--- src/rtl/bounce_pkg.sv ---
// rtl/bounce_pkg.sv - shared types, colour advance and reset-value helpers for the bounce engine
package bounce_pkg;

    typedef logic [2:0] colour_t;

    typedef enum logic {
        S_IDLE,
        S_UPDATE
    } state_t;

    // Colour cycles 1..7 and never lands on 0 (0 would be indistinguishable from black).
    function automatic colour_t colour_advance(input colour_t c);
        return (c == 3'd7) ? 3'd1 : c + 3'd1;
    endfunction

    function automatic int init_x(input int i, input int span);
        return (50 + 137 * i) % span;
    endfunction

    function automatic int init_y(input int i, input int span);
        return (50 + 71 * i) % span;
    endfunction

    function automatic int init_xv(input int i);
        return (i % 2 == 0) ? 2 : -2;
    endfunction

    function automatic colour_t init_colour(input int i);
        return colour_t'((i % 7) + 1);
    endfunction

endpackage

--- src/rtl/bounce_axis_step.sv ---
// rtl/bounce_axis_step.sv - one-axis position/velocity step with wall bounce
module bounce_axis_step #(
    parameter int SCREEN = 640,
    parameter int BOX    = 100,
    parameter int VEL_W  = 4,
    parameter int PW     = $clog2(SCREEN)
) (
    input  logic        [PW-1:0]    pos_i,
    input  logic signed [VEL_W-1:0] vel_i,
    output logic        [PW-1:0]    pos_next_o,
    output logic signed [VEL_W-1:0] vel_next_o,
    output logic                    hit_o
);

    localparam int TW    = PW + 2;
    localparam int LIMIT = SCREEN - BOX;

    // Two extra bits keep the trajectory signed and free of overflow at both walls.
    logic signed [TW-1:0] traj;
    logic signed [TW-1:0] lim;

    assign traj = $signed({2'b00, pos_i}) + $signed({{(TW-VEL_W){vel_i[VEL_W-1]}}, vel_i});
    assign lim  = TW'(LIMIT);

    always_comb begin
        pos_next_o = traj[PW-1:0];
        vel_next_o = vel_i;
        hit_o      = 1'b0;
        if (vel_i < 0 && traj <= 0) begin
            pos_next_o = '0;
            vel_next_o = -vel_i;
            hit_o      = 1'b1;
        end else if (vel_i > 0 && traj >= lim) begin
            pos_next_o = PW'(LIMIT);
            vel_next_o = -vel_i;
            hit_o      = 1'b1;
        end
    end

endmodule

--- src/rtl/bounce_engine.sv ---
// rtl/bounce_engine.sv - bouncing-box state updater and pixel compositor
module bounce_engine
    import bounce_pkg::*;
#(
    parameter int SCREEN_W = 640,
    parameter int SCREEN_H = 480,
    parameter int BOX_W    = 100,
    parameter int BOX_H    = 100,
    parameter int N_BOXES  = 4,
    parameter int VEL_W    = 4
) (
    input  logic                        clk,
    input  logic                        rst,
    input  logic                        frame_tick,
    input  logic                        visible,
    input  logic [$clog2(SCREEN_W)-1:0] pos_x,
    input  logic [$clog2(SCREEN_H)-1:0] pos_y,
    output logic [3:0]                  r,
    output logic [3:0]                  g,
    output logic [3:0]                  b,
    output logic                        busy
);

    localparam int XW = $clog2(SCREEN_W);
    localparam int YW = $clog2(SCREEN_H);
    localparam int IW = (N_BOXES > 1) ? $clog2(N_BOXES) : 1;
    localparam logic [IW-1:0] LAST = IW'(N_BOXES - 1);

    logic        [XW-1:0]    x_q   [N_BOXES];
    logic        [YW-1:0]    y_q   [N_BOXES];
    logic signed [VEL_W-1:0] xv_q  [N_BOXES];
    logic signed [VEL_W-1:0] yv_q  [N_BOXES];
    colour_t                 col_q [N_BOXES];

    state_t          state_q;
    logic [IW-1:0]   idx_q;
    logic            pending_q;
    logic            busy_q;
    logic [3:0]      r_q, g_q, b_q;

    logic        [XW-1:0]    x_d;
    logic        [YW-1:0]    y_d;
    logic signed [VEL_W-1:0] xv_d, yv_d;
    logic                    x_hit, y_hit;

    bounce_axis_step #(.SCREEN(SCREEN_W), .BOX(BOX_W), .VEL_W(VEL_W)) u_step_x (
        .pos_i(x_q[idx_q]), .vel_i(xv_q[idx_q]),
        .pos_next_o(x_d), .vel_next_o(xv_d), .hit_o(x_hit)
    );

    bounce_axis_step #(.SCREEN(SCREEN_H), .BOX(BOX_H), .VEL_W(VEL_W)) u_step_y (
        .pos_i(y_q[idx_q]), .vel_i(yv_q[idx_q]),
        .pos_next_o(y_d), .vel_next_o(yv_d), .hit_o(y_hit)
    );

    always_ff @(posedge clk) begin
        if (rst) begin
            state_q   <= S_IDLE;
            idx_q     <= '0;
            pending_q <= 1'b0;
            busy_q    <= 1'b0;
            for (int i = 0; i < N_BOXES; i++) begin
                x_q[i]   <= XW'(init_x(i, SCREEN_W - BOX_W));
                y_q[i]   <= YW'(init_y(i, SCREEN_H - BOX_H));
                xv_q[i]  <= VEL_W'(init_xv(i));
                yv_q[i]  <= VEL_W'(1);
                col_q[i] <= init_colour(i);
            end
        end else begin
            case (state_q)
                S_IDLE: begin
                    if (frame_tick) begin
                        state_q <= S_UPDATE;
                        busy_q  <= 1'b1;
                        idx_q   <= '0;
                    end
                end
                S_UPDATE: begin
                    x_q[idx_q]  <= x_d;
                    y_q[idx_q]  <= y_d;
                    xv_q[idx_q] <= xv_d;
                    yv_q[idx_q] <= yv_d;
                    if (x_hit || y_hit) col_q[idx_q] <= colour_advance(col_q[idx_q]);
                    if (idx_q == LAST) begin
                        idx_q <= '0;
                        // A tick landing on the final slot still counts as pending.
                        if (pending_q || frame_tick) begin
                            pending_q <= 1'b0;
                        end else begin
                            state_q <= S_IDLE;
                            busy_q  <= 1'b0;
                        end
                    end else begin
                        idx_q <= idx_q + IW'(1);
                        if (frame_tick) pending_q <= 1'b1;
                    end
                end
                default: begin
                    state_q <= S_IDLE;
                    busy_q  <= 1'b0;
                end
            endcase
        end
    end

    logic    hit_any;
    colour_t hit_col;

    // Scan high to low so the lowest-index covering box is the last one written.
    always_comb begin
        hit_any = 1'b0;
        hit_col = '0;
        for (int i = N_BOXES - 1; i >= 0; i--) begin
            if ({1'b0, pos_x} >= {1'b0, x_q[i]} && {1'b0, pos_x} < {1'b0, x_q[i]} + (XW+1)'(BOX_W) &&
                {1'b0, pos_y} >= {1'b0, y_q[i]} && {1'b0, pos_y} < {1'b0, y_q[i]} + (YW+1)'(BOX_H)) begin
                hit_any = 1'b1;
                hit_col = col_q[i];
            end
        end
    end

    always_ff @(posedge clk) begin
        if (rst || !visible) begin
            r_q <= '0;
            g_q <= '0;
            b_q <= '0;
        end else if (hit_any) begin
            r_q <= {4{hit_col[0]}};
            g_q <= {4{hit_col[1]}};
            b_q <= {4{hit_col[2]}};
        end else begin
            r_q <= 4'h1;
            g_q <= 4'h1;
            b_q <= 4'h1;
        end
    end

    assign r    = r_q;
    assign g    = g_q;
    assign b    = b_q;
    assign busy = busy_q;

endmodule

--- config.mk ---
export PLATFORM = sky130hd
export DESIGN_NAME = bounce_engine
export DESIGN_NICKNAME = d
export VERILOG_FILES = /design/src/rtl/bounce_pkg.sv /design/src/rtl/bounce_axis_step.sv /design/src/rtl/bounce_engine.sv
export SDC_FILE = /design/constraint.sdc
export NUM_CORES = 1
export LEC_CHECK = 0
export BUFFER_PORTS_ARGS = -buffer_cell sky130_fd_sc_hd__buf_2
export CORE_MARGIN = 2
export CORE_UTILIZATION = 60
export DETAILED_ROUTE_END_ITERATION = 12
export PLACE_DENSITY = 0.77
export SLEW_MARGIN = 20
export SYNTH_ARGS = -nofsm -noshare
export SYNTH_HDL_FRONTEND = slang
export SYNTH_SLANG_ARGS = --single-unit
--- constraint.sdc ---
create_clock -name clk -period 6.31 [get_ports clk]
set_input_delay 0.9465 -clock clk [delete_from_list [all_inputs] [get_ports clk]]
set_output_delay 0.9465 -clock clk [all_outputs]
set_load 0.02 [all_outputs]
==> summary.txt, run 1 <==
Run status
  • Outcome: finished clean

Logic synthesis
  • Yosys cell types: 76
  • Post-Synth Adder-Cell Area: 0.196
  • Top post-synthesis cells by area: edfxtp_1 (33%), ha_1 (19%), mux4_2 (5.5%)
  • #FFs+latches synth: 133
  • Mux cell area share after synthesis: 0.0664
  • Largest family of logic cells by synthesized area: adder cells
  • Area leader, netlist: edfxtp_1
  • Post-Syn Nets: 1302
  • Ys async rst share: 0
  • Synth Area in Compound Gates: 0.152
  • Netlist Area Pre-Place: 11100 sq um
  • Top cells by count, synth: ha_1 (170), edfxtp_1 (120), inv_1 (106)
  • Seq/Total Area, Yosys: 0.349
  • Post-synth top area share: 0.325
  • Syn_area_per_cell: 10.0 sq um
  • Mapped Cells: 1107
  • Number of synthesized flops with an enable pin: 120
  • Post-Synth XOR/XNOR Area: 0.0451
  • Top FF cell, synth: edfxtp_1
  • Count leader, synth: ha_1
  • Post-Synth Simple-Gate Area: 0.139
  • Ys Warns: 0

Place
  • IO buf count: 35
  • DP Worst Slack: 1.26 ns
  • DPL Wire Length: 20000 microns
  • RePlAce Congestion: 0.890

Final layout
  • Nets: 1326
  • Layout cell share with drive strength beyond 1: 0.106
  • Fin util: 0.667
  • N_diodes: 0
  • P&R area growth vs syn: 8.57%

Routing
  • Via density: 6.26
  • DRC: 0
  • DRT Wirelength: 26900 microns
  • Routed Antenna Nets: 0
  • Wire length per cell: 19.6 microns
  • Starting DRC count in detailed routing: 749
  • Pre-antenna DRT Iters: 5
  • Via count: 8592

Timing
  • Final hold violation count: 0
  • Final Cycle Share: 0.815
  • Final setup fails: 0
  • Fin Setup TNS: 0 ns
  • PnR worst setup slack: 1.16 ns
  • Max_slew headroom: 0.318
  • Worst slew pin tran: 1.02 ns
  • Max frequency: 194 MHz
  • Max Clock Skew: 0.00903 ns
  • Unrepaired setup endpoints after global routing: false
  • Max Slew Vio Count: 0
  • Tmin final: 5.15 ns

Clock tree
  • Clock transition at path regs: 0.06 ns
  • CTS tree: yes
  • Clk root buf: clkbuf_16
  • Setup Buffers After CTS: 0
  • Post-CTS Hold Fix Bufs: 0
  • H-tree level count: 4
  • Post-CTS resize count: 0
  • Worst-Skew Late Latency: 0.43 ns
  • Clock Tree Buf Depth: 2
  • CTS buffer count: 17
  • CTS sink count: 133

Worst hold path
  • Hold Crit Class: register to register

Setup path
  • Delay-heaviest family, CP: compound AO/OA/AOI/OAI gates
  • Critical Path AT: 5.38 ns
  • Worst setup SP type: register
  • Critical path's slowest cell: dfxtp_2
  • Setup CP Type: register to register
  • Crit-path max FO: 24
  • Most frequent cell on the critical path: o21ai_0
  • CP endpoint kind: register
  • Bufs and invs on worst path: 1
  • Crit path largest cell delay: 0.66 ns
  • Required time worst endpoint: 6.54 ns
  • CP cell instances: mux2_2 > o21ai_1 > inv_1 > ha_1 > fa_1 > a211oi_1 > o21ai_0 > a21oi_1 > xor2_1 > a32oi_1 > o21ai_2 > nand2_1 > o21ai_0

Power and ir drop
  • P_leak: 5.10 nW
  • Worst VDD drop: 0.205 mV
  • Pwr dens: 252 nW/um^2

Global routing
  • Largest net degree at the start of global routing: 34
  • GRT overflow: 0
  • Initial antenna violation count: 0
  • Vias in the first global route: 8461
  • Gr usage total: 0.280
  • First-pass GRT wire length: 42800 microns

Floorplan
  • Ports: 36
  • Die H: 140 microns
  • Initial Utilization: 0.614
  • CORE AREA: 18000 sq um
  • Die Width: 140 microns
  • Core Rows: 49
  • Die area: 19600 sq um

Flow run
  • Max Cap Violations: 0
cell families after synthesis:
kind of cell,Yosys count
DFF,133
AOI/OAI and AO/OA,255
buffers and inverters,143
and+or+nand+nor,308
muxes,39
xor gates and xnor gates,57
adders and majority gates,172
stage by stage:
step / hold slack [ns] / power, mW / area, sq um / std cells
finish: 0.516 / 3.03 / 12000 / 1372
global route: 0.532 / 3.18 / 12000 / 1372
CTS: 0.527 / 3.02 / 12000 / 1372
detailed placement: 0.516 / 2.00 / 11400 / 1341
global placement: 0.508 / 1.98 / 11400 / 1341
floorplan: 0.495 / 1.77 / 11100 / 1107
cell type report:
| cell class | count | area [sq um] |
|---|---|---|
| inverter | 106 | 398 |
| fill | 1398 | 6000 |
| clock buffer | 17 | 425 |
| clock inverter | 14 | 186 |
| sequential | 133 | 3870 |
| tap | 229 | 287 |
| timing repair buffer | 42 | 228 |
| multi-input combinational | 831 | 6640 |
power by group:
group / switching, mW / internal [mW]
sequential: 0.0557 / 1.02
combinational: 0.566 / 0.361
clock: 0.370 / 0.655
total: 0.992 / 2.03
worst register-to-register path: stages, from the launching register on:
cell	delay, ns
dfxtp_2	0.66
mux2_2	0.39
o21ai_1	0.39
inv_1	0.15
ha_1	0.26
fa_1	0.41
a211oi_1	0.36
o21ai_0	0.18
a21oi_1	0.19
xor2_1	0.41
a32oi_1	0.22
o21ai_2	0.39
nand2_1	0.55
o21ai_0	0.39
registers in the layout, summed over array words and instances, names as in the netlist, named ones only:
signal and flops:
pending_q 1, xv_q 16, b 2, g 2, busy 1, y_q 36
x_q 40, r 2, col_q 12, yv_q 16, state_q 1, idx_q 2
path summary, 6_finish.rpt:
kind | startpoint | to | slack (ns) | cells after the start
worst max register to register | register | x_q[2][6]$_SDFFCE_PN1P_ | 1.16 | 13
worst min-delay path | busy$_SDFFE_PP0P_ | busy$_SDFFE_PP0P_ | 0.52 | 2
worst min register to register | busy$_SDFFE_PP0P_ | busy$_SDFFE_PP0P_ | 0.52 | 2
worst max-delay path | register | x_q[2][6]$_SDFFCE_PN1P_ | 1.16 | 13
placed cells by master (no fill, tap or decap), types with 5 or more instances in the layout:
master,count
inv_1,106
buf_4,7
o21a_1,14
a211oi_1,11
a21o_1,15
a31oi_1,5
nor3_1,30
nand2_1,73
o211ai_1,11
mux4_2,27
edfxtp_1,120
xnor2_1,52
o211a_1,7
o21bai_1,5
ha_1,170
dfxtp_1,11
nand4_1,8
o21ai_0,57
mux2i_1,8
and2_1,7
clkbuf_16,17
xor2_1,5
nor2_1,75
a21oi_1,70
a211o_1,5
buf_2,35
nand3_1,35
or3_1,7
and3_1,9
nor2b_1,18
nand2b_1,18
layer usage:
metal | GRT usage | routed length (microns)
met5 | 0 | 0
met2 | 0.474 | 12900
met4 | 0.0768 | 445
met3 | 0.0430 | 1830
met1 | 0.378 | 11700
(Power assumes the default switching activity.)
==> run 2, diff against run 1 <==
==> constraint.sdc (replaced) <==
create_clock -name clk -period 5.3 [get_ports clk]
set_input_delay 0.795 -clock clk [delete_from_list [all_inputs] [get_ports clk]]
set_output_delay 0.795 -clock clk [all_outputs]
set_load 0.02 [all_outputs]
==> summary.txt, run 2 (synthesis gave the netlist of run 1 again) <==
Worst hold path
  • Hold Crit Class: register to register

Clock tree
  • CTS buffer count: 17 (unchanged)
  • Setup Buffers After CTS: 0 (unchanged)
  • CTS tree: yes
  • CTS sink count: 133 (unchanged)
  • Post-CTS Hold Fix Bufs: 0 (unchanged)
  • Clock transition at path regs: 0.06 ns (about the same)
  • H-tree level count: 4 (unchanged)
  • Worst-Skew Late Latency: 0.42 ns (about the same)
  • Clk root buf: clkbuf_16
  • Clock Tree Buf Depth: 2 (unchanged)

Run status
  • Outcome: finished clean

Timing
  • Fin Setup TNS: 0 ns (unchanged)
  • Final hold slack: 0.523 ns (+0.00706 ns)
  • Max_slew headroom: 0.359 (+0.0415)
  • Max Slew Vio Count: 0 (unchanged)
  • Max Clock Skew: 0.00844 ns (-0.000590 ns)
  • Worst slew pin tran: 0.961 ns (-0.0623 ns)
  • Final setup fails: 0 (unchanged)
  • Tmin final: 4.82 ns (-0.323 ns)
  • Unrepaired setup endpoints after global routing: false
  • Max frequency: 207 MHz (+6.7%)
  • Final hold violation count: 0 (unchanged)
  • Final Cycle Share: 0.910 (+0.0944)

Final layout
  • Final design instance area without fill: 12000 sq um (about the same)
  • Most frequent cells in the layout: ha_1 (170), edfxtp_1 (120), inv_1 (106), nor2_1 (74), nand2_1 (72)
  • Top flop regs: x_q (40), y_q (36)
  • Nets: 1330 (+0.30%)
  • N_diodes: 0 (unchanged)
  • Leading cell type in the layout, fill and taps excluded: ha_1
  • Layout cell share with drive strength beyond 1: 0.112 (+0.00651)
  • P&R area growth vs syn: 8.62% (about the same)
  • Max reg flops: 40 (unchanged)
  • Reg with most FFs: x_q
  • # fillers: 1405 (+0.50%)

Power and ir drop
  • Worst VDD drop: 0.231 mV (+13%)
  • P_leak: 5.10 nW (about the same)
  • Total power: 3.55 mW (+17%)
  • Pwr dens: 295 nW/um^2 (+17%)

Place
  • IO buf count: 35 (unchanged)
  • RePlAce Congestion: 0.914 (+2.7%)
  • DPL Wire Length: 20600 microns (+3.0%)
  • Post-DP Area: 11400 sq um (+0.29%)

Floorplan
  • Core Rows: 49 (unchanged)
  • Die Width: 140 microns (unchanged)
  • Die H: 140 microns (unchanged)
  • Ports: 36 (unchanged)
  • CORE AREA: 18000 sq um (unchanged)
  • Die area: 19600 sq um (unchanged)
  • Initial Utilization: 0.614 (unchanged)

Setup path
  • Setup CP Type: register to register
  • Required time worst endpoint: 5.44 ns (-1.10 ns)
  • Crit-path max FO: 12 (-50%)
  • CP endpoint kind: register
  • Critical Path AT: 4.96 ns (-0.42 ns)
  • Worst setup SP type: register

Global routing
  • Vias in the first global route: 8650 (+2.2%)
  • Gr usage total: 0.290 (+0.00957)
  • Largest net degree at the start of global routing: 29 (-15%)
  • Initial antenna violation count: 0 (unchanged)
  • First-pass GRT wire length: 44300 microns (+3.4%)
  • GRT overflow: 0 (unchanged)

Routing
  • Via density: 6.34 (+1.2%)
  • Via count: 8730 (+1.6%)
  • Routed Antenna Nets: 0 (unchanged)
  • Starting DRC count in detailed routing: 694 (-7.3%)
  • DRT Wirelength: 27700 microns (+2.9%)
  • Pre-antenna DRT Iters: 5 (unchanged)
  • Wire length per cell: 20.1 microns (+2.5%)
  • DRC: 0 (unchanged)

Flow run
  • Max Cap Violations: 0 (unchanged)
==> run 2: changes by cell type in the layout (fill, tap and decap cells not counted) <==
cell,previous run,this run
nand2_1,73,72
clkinvlp_4,3,4
clkinv_1,2,0
nand2_2,0,1
nor2_2,0,1
clkbuf_1,0,1
nor2_1,75,74
inv_6,0,3
buf_4,7,11
bufinv_16,4,2
==> run 2: layer usage <==
metal  part of all wire  vias to the layer above  global-route usage
li1                   -                     4170                   -
met1               0.44                     4159               0.398
met2               0.47                      343               0.473
met3              0.072                       58              0.0482
met4              0.025                        0              0.0932
met5                  0                        -                   0
==> run 2: final timing paths <==
| path | end | cells past startpoint | slack, ns | startpoint |
|---|---|---|---|---|
| setup / recovery | x_q[1][3]$_SDFFCE_PN1P_ | 13 | 0.48 | register |
| hold / removal | busy$_SDFFE_PP0P_ | 2 | 0.52 | busy$_SDFFE_PP0P_ |
| setup reg to reg | x_q[1][3]$_SDFFCE_PN1P_ | 13 | 0.48 | register |
| hold reg to reg | busy$_SDFFE_PP0P_ | 2 | 0.52 | busy$_SDFFE_PP0P_ |
==> run 2: critical path, cell delays in order, from the launching register on <==
cell and delay [ns]:
dfxtp_2 0.54, mux2_2 0.38, o21ai_1 0.38, inv_1 0.15
ha_1 0.27, fa_1 0.42, a211oi_1 0.42, o21ai_0 0.17
a21oi_1 0.20, xor2_1 0.40, nand2_1 0.14, o31ai_1 0.66
a21oi_1 0.23, nand2b_1 0.20
==> run 2: cell type report <==
type,instances,area [sq um],area share
clock inverters,14,153,0.0127
well taps,229,287,0.0238
inverters,106,398,0.0331
clock buffers,18,429,0.0357
multi-input cells,831,6640,0.552
flip-flops and latches,133,3870,0.321
repair buffers,46,258,0.0214
==> run 2: power breakdown <==
part           total [mW]  switching (mW)  leakage [nW]  internal (mW)
logic                1.11           0.676          3.62          0.436
registers            1.28          0.0638          1.21           1.21
clock network        1.16           0.460         0.273          0.696
==> run 2: timing repair <==
| action | CTS | global route |
|---|---|---|
| setup endpoints to repair | 0 | 5 |
| hold endpoints to repair | 0 | 0 |
| resized for setup | 0 | 1 |
==> run 2: metrics by stage <==
step,setup WS [ns],std cells,util
2_1_floorplan,0.239,1107,-
3_3_place_gp,0.563,1345,0.635
3_5_place_dp,0.481,1345,0.635
4_1_cts,0.432,1377,0.667
5_1_grt,0.0603,1377,0.667
6_report,0.478,1377,0.667
